[config.mk]
export PLATFORM = sky130hd
export DESIGN_NAME = tl_rx_cpl_tag_scoreboard_flat
export DESIGN_NICKNAME = d
export VERILOG_FILES = /design/src/rtl/tl_rx_cpl_tag_scoreboard_if.sv /design/src/rtl/tl_rx_cpl_tag_scoreboard.sv /design/src/flat_wrapper.sv
export SDC_FILE = /design/constraint.sdc
export NUM_CORES = 1
export LEC_CHECK = 0
export CORE_MARGIN = 10
export CORE_UTILIZATION = 45
export DETAILED_ROUTE_END_ITERATION = 8
export GPL_TIMING_DRIVEN = 0
export PLACE_DENSITY = 0.74
export SYNTH_ARGS = -nofsm -noshare
export SYNTH_HDL_FRONTEND = slang
export SYNTH_SLANG_ARGS = --single-unit
[constraint.sdc]
create_clock -name clk -period 2.9 [get_ports clk]
set_clock_uncertainty 0.15 [all_clocks]
set_input_delay 0.435 -clock clk [delete_from_list [all_inputs] [get_ports clk]]
set_output_delay 0.435 -clock clk [all_outputs]
set_load 0.02 [all_outputs]
[src/rtl/tl_rx_cpl_tag_scoreboard_if.sv]
// Tag-scoreboard bus: TX allocation handshake and RX completion header fields.
interface tl_rx_cpl_tag_scoreboard_if #(
    parameter int unsigned REQUESTER_ID_WIDTH  = 16,
    parameter int unsigned REQUESTER_TAG_WIDTH = 10
);
    logic                           alloc_req;
    logic                           alloc_ready;
    logic [REQUESTER_TAG_WIDTH-1:0] alloc_tag;
    logic                           cpl_valid;
    logic [REQUESTER_ID_WIDTH-1:0]  cpl_req_id;
    logic [REQUESTER_TAG_WIDTH-1:0] cpl_tag;
    logic                           cpl_last;

    modport master (
        output alloc_req,
        input  alloc_ready,
        input  alloc_tag,
        output cpl_valid,
        output cpl_req_id,
        output cpl_tag,
        output cpl_last
    );

    modport slave (
        input  alloc_req,
        output alloc_ready,
        output alloc_tag,
        input  cpl_valid,
        input  cpl_req_id,
        input  cpl_tag,
        input  cpl_last
    );
endinterface

[src/rtl/tl_rx_cpl_tag_scoreboard.sv]
// Outstanding non-posted tag scoreboard: lowest-free allocation, completion retire/check, drain FSM.
// Optional per-tag completion timeout enabled by defining TL_RX_CPL_TIMEOUT_EN.
module tl_rx_cpl_tag_scoreboard #(
    parameter int unsigned REQUESTER_ID_WIDTH  = 16,
    parameter int unsigned REQUESTER_TAG_WIDTH = 10,
    parameter int unsigned NUM_TAGS            = 32,
    parameter int unsigned TIMEOUT_WIDTH       = 16
) (
    input  logic                           clk,
    input  logic                           rst,
    tl_rx_cpl_tag_scoreboard_if.slave      bus,
    input  logic [REQUESTER_ID_WIDTH-1:0]  own_req_id,
    input  logic                           uc_en,
    output logic                           uc_error,
    output logic [REQUESTER_TAG_WIDTH-1:0] uc_err_tag,
    output logic [8:0]                     free_count,
    input  logic                           drain_req,
    output logic                           drained,
    output logic                           cpl_timeout,
    output logic [REQUESTER_TAG_WIDTH-1:0] timeout_tag
);
    localparam int unsigned IdxW = (NUM_TAGS > 1) ? $clog2(NUM_TAGS) : 1;
    localparam logic [8:0] AllFree = 9'(NUM_TAGS);

    typedef enum logic [1:0] {StRun, StDrain, StDrained} state_e;

    state_e              state;
    logic [NUM_TAGS-1:0] busy;
    logic [NUM_TAGS-1:0] busy_d;
    logic [8:0]          free_count_d;
    logic [IdxW-1:0]     free_idx;
    logic [IdxW-1:0]     cpl_idx;
    logic [IdxW-1:0]     exp_idx;
    logic                tag_in_range;
    logic                hit;
    logic                retire;
    logic                alloc_fire;
    logic                uc_fire;
    logic                to_fire;

    // Lowest free tag; the descending scan leaves the smallest index last.
    always_comb begin
        free_idx = '0;
        for (int i = NUM_TAGS - 1; i >= 0; i--) begin
            if (!busy[i]) free_idx = IdxW'(i);
        end
    end

    assign bus.alloc_ready = (state == StRun) && (free_count != 9'd0);
    assign bus.alloc_tag   = (free_count != 9'd0) ? REQUESTER_TAG_WIDTH'(free_idx) : '0;
    assign alloc_fire      = bus.alloc_req && bus.alloc_ready;

    assign cpl_idx      = bus.cpl_tag[IdxW-1:0];
    assign tag_in_range = 32'(bus.cpl_tag) < NUM_TAGS;
    assign hit          = (bus.cpl_req_id == own_req_id) && tag_in_range && busy[cpl_idx];
    assign retire       = bus.cpl_valid && hit && bus.cpl_last;
    assign uc_fire      = bus.cpl_valid && !hit && uc_en;

    // A tag retired this cycle is not re-issued: free_idx comes from the pre-edge bitmap.
    always_comb begin
        busy_d       = busy;
        free_count_d = free_count;
        if (alloc_fire) begin
            busy_d[free_idx] = 1'b1;
            free_count_d     = free_count_d - 9'd1;
        end
        if (retire) begin
            busy_d[cpl_idx] = 1'b0;
            free_count_d    = free_count_d + 9'd1;
        end
        if (to_fire) begin
            busy_d[exp_idx] = 1'b0;
            free_count_d    = free_count_d + 9'd1;
        end
    end

    always_ff @(posedge clk) begin
        if (!rst) begin
            busy       <= '0;
            free_count <= AllFree;
            uc_error   <= 1'b0;
            uc_err_tag <= '0;
        end else begin
            busy       <= busy_d;
            free_count <= free_count_d;
            uc_error   <= uc_fire;
            if (uc_fire) uc_err_tag <= bus.cpl_tag;
        end
    end

    always_ff @(posedge clk) begin
        if (!rst) begin
            state   <= StRun;
            drained <= 1'b0;
        end else begin
            unique case (state)
                StRun: begin
                    if (drain_req) state <= StDrain;
                end
                StDrain: begin
                    if (!drain_req) begin
                        state <= StRun;
                    end else if (free_count == AllFree) begin
                        state   <= StDrained;
                        drained <= 1'b1;
                    end
                end
                StDrained: begin
                    if (!drain_req) begin
                        state   <= StRun;
                        drained <= 1'b0;
                    end
                end
                default: begin
                    state   <= StRun;
                    drained <= 1'b0;
                end
            endcase
        end
    end

`ifdef TL_RX_CPL_TIMEOUT_EN
    logic [TIMEOUT_WIDTH-1:0] age [NUM_TAGS];
    logic                     exp_found;

    always_comb begin
        exp_found = 1'b0;
        exp_idx   = '0;
        for (int i = NUM_TAGS - 1; i >= 0; i--) begin
            if (busy[i] && (age[i] == '1)) begin
                exp_found = 1'b1;
                exp_idx   = IdxW'(i);
            end
        end
    end

    // A completion retiring the expiring tag wins; the timeout is dropped silently.
    assign to_fire = exp_found && !(retire && (exp_idx == cpl_idx));

    always_ff @(posedge clk) begin
        if (!rst) begin
            for (int i = 0; i < NUM_TAGS; i++) age[i] <= '0;
            cpl_timeout <= 1'b0;
            timeout_tag <= '0;
        end else begin
            for (int i = 0; i < NUM_TAGS; i++) begin
                if (alloc_fire && (free_idx == IdxW'(i))) begin
                    age[i] <= '0;
                end else if (busy[i] && (age[i] != '1)) begin
                    age[i] <= age[i] + 1'b1;
                end
            end
            cpl_timeout <= to_fire;
            if (to_fire) timeout_tag <= REQUESTER_TAG_WIDTH'(exp_idx);
        end
    end
`else
    assign to_fire     = 1'b0;
    assign exp_idx     = '0;
    assign cpl_timeout = 1'b0;
    assign timeout_tag = '0;
`endif
endmodule
[src/flat_wrapper.sv]
// flat-port wrapper written by rule: the top's interface ports become plain ports
module tl_rx_cpl_tag_scoreboard_flat 
#(
    parameter int unsigned REQUESTER_ID_WIDTH  = 16,
    parameter int unsigned REQUESTER_TAG_WIDTH = 10,
    parameter int unsigned NUM_TAGS            = 32,
    parameter int unsigned TIMEOUT_WIDTH       = 16
)
  (clk, rst, own_req_id, uc_en, uc_error, uc_err_tag, free_count, drain_req, drained, cpl_timeout, timeout_tag, bus_alloc_req, bus_alloc_ready, bus_alloc_tag, bus_cpl_valid, bus_cpl_req_id, bus_cpl_tag, bus_cpl_last);
  tl_rx_cpl_tag_scoreboard_if #(.REQUESTER_ID_WIDTH(REQUESTER_ID_WIDTH), .REQUESTER_TAG_WIDTH(REQUESTER_TAG_WIDTH)) bus_i ();
  input  logic clk;
  input  logic rst;
  input  logic [REQUESTER_ID_WIDTH-1:0] own_req_id;
  input  logic uc_en;
  output logic uc_error;
  output logic [REQUESTER_TAG_WIDTH-1:0] uc_err_tag;
  output logic [8:0] free_count;
  input  logic drain_req;
  output logic drained;
  output logic cpl_timeout;
  output logic [REQUESTER_TAG_WIDTH-1:0] timeout_tag;
  input wire logic [$bits(bus_i.alloc_req)-1:0] bus_alloc_req;
  output wire logic [$bits(bus_i.alloc_ready)-1:0] bus_alloc_ready;
  output wire logic [$bits(bus_i.alloc_tag)-1:0] bus_alloc_tag;
  input wire logic [$bits(bus_i.cpl_valid)-1:0] bus_cpl_valid;
  input wire logic [$bits(bus_i.cpl_req_id)-1:0] bus_cpl_req_id;
  input wire logic [$bits(bus_i.cpl_tag)-1:0] bus_cpl_tag;
  input wire logic [$bits(bus_i.cpl_last)-1:0] bus_cpl_last;
  assign bus_i.alloc_req = bus_alloc_req;
  assign bus_alloc_ready = bus_i.alloc_ready;
  assign bus_alloc_tag = bus_i.alloc_tag;
  assign bus_i.cpl_valid = bus_cpl_valid;
  assign bus_i.cpl_req_id = bus_cpl_req_id;
  assign bus_i.cpl_tag = bus_cpl_tag;
  assign bus_i.cpl_last = bus_cpl_last;
  tl_rx_cpl_tag_scoreboard #(.REQUESTER_ID_WIDTH(REQUESTER_ID_WIDTH), .REQUESTER_TAG_WIDTH(REQUESTER_TAG_WIDTH), .NUM_TAGS(NUM_TAGS), .TIMEOUT_WIDTH(TIMEOUT_WIDTH)) u_core (.clk(clk), .rst(rst), .bus(bus_i), .own_req_id(own_req_id), .uc_en(uc_en), .uc_error(uc_error), .uc_err_tag(uc_err_tag), .free_count(free_count), .drain_req(drain_req), .drained(drained), .cpl_timeout(cpl_timeout), .timeout_tag(timeout_tag));
endmodule
==> metrics.txt <==
cts bufs inserted 5; # fillers 710; Critical Path Fanout Max 7; Yosys cell types 58; Setup CP Type in -> reg; Clock Sinks 55; Total Routing Usage GR 0.1951; Antenna Cells 0; core area around 0.0078 mm2; Starting DRT DRC Count ~430; Top Layer Used met4; Final Hold Viols 0; dominant synthesized flop cell dfxtp_1; vias in the first global route 3660; worst endpoint required time between 2 and 3 ns; WP buf/inv 3; Crit path arrival time 2.95 ns; Net count, final 604; Worst-path clk slew about 0.10 ns; Tightest Pin Transition roughly 0.59 ns; area of the multi-input gates roughly 0.0024 mm2; Reg power frac 0.423; Clk Latency, worst-skew pair 0.32 ns; row cnt 32; FMAX 346.1 MHz; Psw roughly 0.72 mW; fin crit share 0.9964; CTS Buffer Depth 2; Clock power frac 0.223; WL/cell 19.02 um; first-pass GRT wire length around 19 mm; cell area after synthesis 0.003642 mm2; H-Tree Level Count 2; reg2reg setup slack 0.16 ns; Routed WL roughly 12 mm; CP cell instances clkdlybuf4s50_1 -> xor2_1 -> nor4_2 -> nand2_2 -> nor4_4 -> and4_1 -> buf_6 -> or3b_4 -> buf_8 -> o221a_1; layout cells sized above 1 0.2148; HP Class reg -> reg; slowest CP cell clkdlybuf4s50_1; syn_area_per_cell approximately 8.3 um2; Seq/Total Area, Yosys 0.3023; Internal 1.282 mW; pwr dens 403.4 mW/mm2; dominant combinational cell family by area after synthesis simple AND/OR/NAND/NOR gates; Slowest Stage Delay on Critical Path 0.44 ns; simple-gate share of the synthesized area 0.2989; antenna violations before repair 0; largest net degree at the start of global routing 18; Ports slightly above 90; CTS tree built; Post-synth ARST share 0; post-placement cell area 0.004547 mm2; Layout area overhead 36.00%; total number of vias between 3000 and 4000; Slew Viols, Final 0; post-route ant nets 0; Slew HR 0.6070; met3 routed WL approximately 1.4 mm; final setup vio count 0; CTS root buf clkbuf_8; DRC 0; Vias/cell approximately 6.0; I/O Buffers 72; crit start category primary input; final instance area 0.004954 mm2; Leak Pwr 1.967 nW; Tot Pwr 1.998 mW; synth warn 0; compound-cell area share of the yosys netlist 0.1841; hold_buf cts 0; combinational share of power 0.354; Synth Instances 439; Setup crit end kind flop; GP Congestion 0.9827; number of flops mapped to enable cells by yosys 0; register area 0.001104 mm2; metal2 WL ~5.7 mm; xor/xnor share of the synthesized area 0.05771; Die X-Extent 110.0 um; post-synthesis mux area share 0.07351; minimum clock period 2.890 ns; Die Y 110.0 um; Net Sw Frac 0.3585; CP delay by family, top simple AND/OR/NAND/NOR gates; Initial Util 0.4665; Die ar. 0.01209 mm2; dpl hpwl 8.900 mm; peak supply drop 0.0002650 V; met1 WL 5.041 mm; GRT overflow 0; drt pass-1 iters 5; flops & latches, synth 55; MaxCap Viol Count 0; Adder-Cell Fraction of Synth Area 0.006870; status finished clean
[registers in the layout, indices dropped and copies added, names as in the netlist]
name / count
u_core.busy: 32
u_core.state: 2
u_core.uc_error: 1
u_core.drained: 1
u_core.uc_err_tag: 10
u_core.free_count: 9
[worst min-delay path, stage by stage (launching register included)]
cell	delay, ns
dfxtp_1	0.32
nand2_1	0.05
o21ai_0	0.06
[metal layers]
metal  vias to the layer above  track usage
li1                       1840            -
met1                      1840       0.2532
met2                       239       0.3040
met3                        35      0.05559
met4                         0      0.06413
met5                         -            0
[cells by family after synthesis]
| family | count (synthesis) |
|---|---|
| buf+inv | 49 |
| other cells | 1 |
| simple gates | 207 |
| fa+ha+maj | 2 |
| flops | 55 |
| mux | 19 |
| xor+xnor | 24 |
| compound gates | 82 |
[layout by cell type (no fill, tap or decap), drive strengths merged, types with 3 or more instances in the layout]
| cell | netlist | routed |
|---|---|---|
| o221a | 30 | 30 |
| inv | 7 | 8 |
| nand3b | 6 | 6 |
| nor3 | 42 | 42 |
| and4 | 4 | 4 |
| and2 | 3 | 3 |
| nor4b | 4 | 4 |
| and3 | 5 | 5 |
| clkdlybuf4s50 | 0 | 45 |
| nor3b | 5 | 5 |
| mux2i | 11 | 11 |
| clkbuf | 14 | 21 |
| dlymetal6s2s | 0 | 21 |
| nand2 | 45 | 45 |
| dfxtp | 55 | 55 |
| conb | 1 | 16 |
| buf | 27 | 47 |
| xor2 | 18 | 18 |
| nor2b | 3 | 3 |
| dlygate4sd2 | 0 | 3 |
| o211ai | 3 | 3 |
| nor4 | 9 | 9 |
| mux4 | 6 | 6 |
| o21ai | 20 | 20 |
| xnor2 | 6 | 6 |
| a31oi | 3 | 3 |
| a21oi | 10 | 10 |
| or2 | 4 | 4 |
| o31ai | 3 | 3 |
| nand3 | 21 | 21 |
| nor2 | 31 | 31 |
| nand4 | 11 | 11 |
| clkinv | 1 | 3 |
| nand2b | 7 | 7 |
[cells in the mapped netlist (all sizes together) (2+ instances only)]
cell type | n | area (um2)
or2 | 4 | 25.02
nand3b | 6 | 45.04
o221a | 30 | 337.8
nor2 | 31 | 116.4
o2111ai | 2 | 17.52
xor2 | 18 | 157.7
nand2 | 45 | 168.9
or3 | 2 | 12.51
mux4 | 6 | 135.1
a21boi | 2 | 18.77
buf | 27 | 192.7
nor4 | 9 | 71.32
or4b | 2 | 20.02
or3b | 2 | 17.52
clkbuf | 14 | 52.55
mux2 | 2 | 22.52
a31oi | 3 | 18.77
mux2i | 11 | 110.1
a21oi | 10 | 50.05
nor3b | 5 | 37.54
o21ai | 20 | 103.9
nor4b | 4 | 35.03
o211ai | 3 | 22.52
nand3 | 21 | 105.1
o31ai | 3 | 22.52
nand4 | 11 | 68.82
dfxtp | 55 | 1101
xnor2 | 6 | 52.55
and4 | 4 | 35.03
and3 | 5 | 31.28
inv | 7 | 26.28
ha | 2 | 25.02
nor3 | 42 | 210.2
nand2b | 7 | 43.79
and2 | 3 | 18.77
nor2b | 3 | 18.77
[power by group through the flow]
| stage | clock [mW] | sequential, mW | combinational (mW) |
|---|---|---|---|
| 3_5_place_dp | 0 | 0.858 | 0.641 |
| 5_1_grt | 0.481 | 0.853 | 0.766 |
| 3_3_place_gp | 0 | 0.857 | 0.634 |
| 6_report | 0.446 | 0.845 | 0.707 |
| 2_1_floorplan | 0 | 0.884 | 0.377 |
| 4_1_cts | 0.449 | 0.842 | 0.687 |
[through the flow]
stage                     TNS, ns  cells  setup WS, ns  hold WS, ns  utilization
final                           0    656       0.01039       0.3189       0.6345
after global routing      -0.4727    656      -0.09740       0.3436       0.6345
after CTS                       0    648    0.00004019       0.3264       0.6128
after detailed placement   -17.42    628       -0.5251       0.3095       0.5824
after global placement     -15.40    628       -0.4833       0.2958       0.5824
after floorplan                 0    454       0.09115       0.3521            -
[final cells by class]
cell class | count | area share
repair buffers | 93 | 0.1841
clock buffers | 5 | 0.01389
clock inverters | 3 | 0.003789
plain buffers | 40 | 0.05683
inverters | 8 | 0.006062
multi-input cells | 350 | 0.4867
well taps | 102 | 0.02576
flip-flops and latches | 55 | 0.2228
[what timing repair did]
| action | 4_1_cts | 5_1_grt |
|---|---|---|
| hold endpoints to repair | 0 | 0 |
| pin swaps | 7 | 19 |
| setup buffers | 12 | 7 |
| resized for setup | 25 | 45 |
| endpoints found under the setup margin | 38 | 35 |
| gates cloned | 0 | 2 |
[path summary, 6_finish.rpt]
check	from	endpoint	depth (start not counted)
setup reg to reg	u_core.busy[4]	u_core.busy[24]	9
hold reg to reg	u_core.uc_err_tag[8]	u_core.uc_err_tag[8]	2
setup / recovery	bus_cpl_req_id[3]	u_core.busy[24]	10
hold / removal	u_core.uc_err_tag[8]	u_core.uc_err_tag[8]	2
Power figures use the tool's default switching activity.
